<file path="src/rtl/vc_fifo_pop_arbiter.sv">
// Read-side controller for the VC0/VC1 FIFO pair: weighted VC0-priority pop
// arbitration, then routes each returned word to destination D0/D1 by its MSB.
module vc_fifo_pop_arbiter #(
  parameter int unsigned data_width = 6,
  parameter int unsigned WEIGHT     = 3
) (
  input  logic                  clk,
  input  logic                  reset,
  input  logic                  empty_fifo_VC0,
  input  logic                  empty_fifo_VC1,
  input  logic [data_width-1:0] data_out_VC0,
  input  logic [data_width-1:0] data_out_VC1,
  input  logic                  almost_full_D0,
  input  logic                  almost_full_D1,
  output logic                  rd_enable_VC0,
  output logic                  rd_enable_VC1,
  output logic                  push_D0,
  output logic                  push_D1,
  output logic [data_width-1:0] data_to_D,
  output logic [1:0]            state,
  output logic                  idle
);

  localparam int unsigned CntW = 4;
  localparam logic [CntW-1:0] WeightC = CntW'(WEIGHT);

  typedef enum logic [1:0] {
    IDLE    = 2'd0,
    GNT_VC0 = 2'd1,
    GNT_VC1 = 2'd2,
    PAUSE   = 2'd3
  } state_t;

  state_t                state_q, state_d;
  logic [CntW-1:0]       burst_q, burst_d;
  logic                  v1_q, v1_d;
  logic                  src1_q, src1_d;
  logic                  push_d0_q, push_d0_d;
  logic                  push_d1_q, push_d1_d;
  logic [data_width-1:0] data_q, data_d;
  logic [data_width-1:0] word_c;
  logic                  pause_c;
  logic                  rd0_c, rd1_c;

  // Grant: VC0 wins until it has taken WEIGHT pops while VC1 waited.
  always_comb begin
    pause_c = almost_full_D0 | almost_full_D1;
    rd0_c   = 1'b0;
    rd1_c   = 1'b0;
    if (!reset && !pause_c) begin
      rd0_c = !empty_fifo_VC0 & (empty_fifo_VC1 | (burst_q < WeightC));
      rd1_c = !empty_fifo_VC1 & (empty_fifo_VC0 | (burst_q == WeightC));
    end
  end

  // Next-state for burst counter, FSM, stage-1 tag and stage-2 routing.
  always_comb begin
    burst_d   = burst_q;
    state_d   = IDLE;
    v1_d      = rd0_c | rd1_c;
    src1_d    = rd1_c;
    word_c    = src1_q ? data_out_VC1 : data_out_VC0;
    push_d0_d = 1'b0;
    push_d1_d = 1'b0;
    data_d    = data_q;

    if (rd1_c) begin
      burst_d = '0;
    end else if (rd0_c && !empty_fifo_VC1 && (burst_q < WeightC)) begin
      burst_d = burst_q + CntW'(1);
    end

    if (pause_c && (!empty_fifo_VC0 || !empty_fifo_VC1)) begin
      state_d = PAUSE;
    end else if (rd0_c) begin
      state_d = GNT_VC0;
    end else if (rd1_c) begin
      state_d = GNT_VC1;
    end

    if (v1_q) begin
      data_d    = word_c;
      push_d1_d = word_c[data_width-1];
      push_d0_d = !word_c[data_width-1];
    end

    // Reset dominates: in-flight words are dropped.
    if (reset) begin
      burst_d   = '0;
      state_d   = IDLE;
      v1_d      = 1'b0;
      src1_d    = 1'b0;
      push_d0_d = 1'b0;
      push_d1_d = 1'b0;
      data_d    = '0;
    end
  end

  always_ff @(posedge clk) begin
    burst_q   <= burst_d;
    state_q   <= state_d;
    v1_q      <= v1_d;
    src1_q    <= src1_d;
    push_d0_q <= push_d0_d;
    push_d1_q <= push_d1_d;
    data_q    <= data_d;
  end

  assign rd_enable_VC0 = rd0_c;
  assign rd_enable_VC1 = rd1_c;
  assign push_D0       = push_d0_q;
  assign push_D1       = push_d1_q;
  assign data_to_D     = data_q;
  assign state         = state_q;
  assign idle          = empty_fifo_VC0 & empty_fifo_VC1 & !v1_q & !push_d0_q & !push_d1_q;

endmodule

</file>
<file path="config.mk">
export PLATFORM = sky130hd
export DESIGN_NAME = vc_fifo_pop_arbiter
export DESIGN_NICKNAME = d
export VERILOG_FILES = /design/src/rtl/vc_fifo_pop_arbiter.sv
export SDC_FILE = /design/constraint.sdc
export NUM_CORES = 1
export LEC_CHECK = 0
export CORE_UTILIZATION = 40
export DETAILED_ROUTE_END_ITERATION = 7
export GPL_ROUTABILITY_DRIVEN = 0
export PLACE_DENSITY = 0.77
export SYNTH_ARGS = -nofsm -noshare
export SYNTH_HDL_FRONTEND = slang
export SYNTH_SLANG_ARGS = --single-unit
</file>
<file path="constraint.sdc">
create_clock -name clk -period 2.3 [get_ports clk]
set_clock_uncertainty 0.15 [all_clocks]
set_input_delay 0.345 -clock clk [delete_from_list [all_inputs] [get_ports clk]]
set_output_delay 0.345 -clock clk [all_outputs]
set_load 0.1 [all_outputs]
</file>
==> reports/results.txt <==
run status: finished, final reports clean
register area: 320 sq um
DRT Pass-1 Iters: 5
Antenna Nets Post-Route: 0
Vias/cell: 5.32
Design Area, Final: 0.00108 sq mm
Synth Register Bits: 16
final wirelength: 1640 microns
# DRC: 0
Distinct cells, synth: 27
worst r2r src: src1_q$_SDFF_PP0_
Critical Path Fanout Max: 5
vias in the first global route: 649
Post-CTS Hold Buffers: 0
total track usage: 0.207
Post-Syn Instances: 70
Vias: 628
Slew Viols, Final: 0
total gr overflow: 0
I/O Buffers: 30
maxcap violations: 0
H-Tree Depth: 1
sequential share of the synthesized area: 0.453
final hold vios: 0
f_max: 0.460 GHz
# IOs: 31
DP Worst Slack: 116 ps
first-pass GRT wire length: 2870 microns
startpoint types: primary input
fin util: 0.688
crit path from: almost_full_D1
row cnt: 14
initial DRC count: 12
Final #Nets: 122
worst-margin pin slew: 514 ps
power per cell area: 592 mW/mm^2
Worst-path clk slew: 90 ps
critical-path cell list: clkdlybuf4s50_1, or3_4, nor3_2, buf_12
Hold WC Path Type: reg2reg
clk sinks: 16
synthesized area: 707 sq um
initial core utilization: 0.448
Post-CTS Setup Repair Bufs: 0
setup_tns: 0 ps
Tot Pwr: 0.642 mW
worst stage delay on the critical path: 440 ps
Post-Place Cells: 114
Final period util: 0.945
total die area: 0.00194 sq mm
area grow syn2layout: 53.5%
drt wl/cell: 13.9 microns
maximum VDD drop: 0.338 mV
final setup violation count: 0
worst setup margin: 126 ps
worst path bufs/invs: 2
Hold Path Origin: data_to_D[3]$_SDFFE_PP0P_
HPWL Detailed: 1330 microns
cts repair resizes: 0
largest net degree at the start of global routing: 16
Core Region: 0.00158 sq mm
most frequent cells in the layout: clkdlybuf4s50_1, dfxtp_1, buf_4, nor2_1
leading cell type in the layout, fill and taps excluded: clkdlybuf4s50_1
CTS buffer count: 3
CTS tree: yes
layout cells sized above 1: 0.275
leak pwr: 0.426 nW
Clock Tree Buf Depth: 2
Syn Area/Cell: 10.1 sq um
Die Wd: 44.0 microns
WP data arrival: 1680 ps
Non-Filler Instances: 118
area of the multi-input gates: 373 sq um
worst skew pair latency: 280 ps
RSZ-0062 raised after global routing: false
Root Buffer: clkbuf_4
slowest CP cell: or3_4
largest delay contributor family on the critical path: simple AND/OR/NAND/NOR gates
initial antenna violation count: 0
Mapped Nets: 89
Ant. Diodes: 0
final period demand of the worst path: 2170 ps
fillers: 128
Rel. slew slack: 0.657
Critical Path End Type: output port
CP required: 1800 ps
Hold Slack: 338 ps
die height: 44.0 microns
Placed Area: 0.00105 sq mm
Yosys warning count: 0
Crit Path Class: in2out
==> sequential cells by signal, summed over array words and instances (netlist names) <==
register,cells
burst_q,4
data_to_D,6
push_D0,1
push_D1,1
src1_q,1
state,2
v1_q,1
==> final cells by class <==
class | count | area share
inverters | 2 | 0.00692
flip-flops and latches | 16 | 0.295
multi-input cells | 47 | 0.344
repair buffers | 33 | 0.302
clock buffers | 4 | 0.0334
well taps | 16 | 0.0185
==> Yosys cell counts <==
master | number | area [sq um]
or2_2 | 1 | 6.26
mux2i_1 | 5 | 50.1
clkbuf_1 | 2 | 7.51
nand2_1 | 1 | 3.75
nor4b_4 | 1 | 23.8
nor2_1 | 9 | 33.8
buf_4 | 1 | 7.51
a21oi_1 | 1 | 5.00
buf_6 | 1 | 11.3
or3_4 | 1 | 11.3
nor3_1 | 5 | 25.0
o2bb2ai_1 | 2 | 17.5
and2_1 | 2 | 12.5
nand2b_1 | 2 | 12.5
o32ai_1 | 2 | 17.5
dfxtp_1 | 16 | 320
nor3b_1 | 3 | 22.5
inv_1 | 2 | 7.51
a31oi_1 | 1 | 6.26
mux2_4 | 1 | 15.0
buf_2 | 1 | 5.00
ha_1 | 1 | 12.5
or2_1 | 1 | 6.26
a211oi_1 | 5 | 37.5
nor4_1 | 1 | 6.26
and3b_4 | 1 | 12.5
o211a_1 | 1 | 10.0
==> kinds of logic after synthesis <==
family	after synthesis	synth area share
buffers and inverters	7	0.0549
adders and majority gates	1	0.0177
muxes	6	0.0920
DFF	16	0.453
and+or+nand+nor	28	0.250
AOI/OAI and AO/OA	12	0.133
==> path summary, 6_finish.rpt <==
kind                                to  slack [ps]  cells after the start
max                      rd_enable_VC0         130                      4
min          data_to_D[3]$_SDFFE_PP0P_         340                      2
max reg2reg  data_to_D[5]$_SDFFE_PP0P_         760                      3
min reg2reg  data_to_D[3]$_SDFFE_PP0P_         340                      2
==> report_power, final <==
group	internal, mW	switching, mW
Sequential	0.287	0.00748
Clock	0.0963	0.0868
Combinational	0.0614	0.103
==> worst register-to-register path, stage by stage (launching register included) <==
cell and delay (ps):
dfxtp_1 540, mux2_4 340, and3b_4 180, or2_1 220
==> per-layer routing <==
layer | vias up | wire length, microns | GRT usage
met5 | - | 0 | 0
met4 | 0 | 14 | 0.0727
met3 | 2 | 68 | 0.0612
met2 | 17 | 896 | 0.376
met1 | 290 | 662 | 0.226
li1 | 319 | - | -
Power figures use the tool's default switching activity.
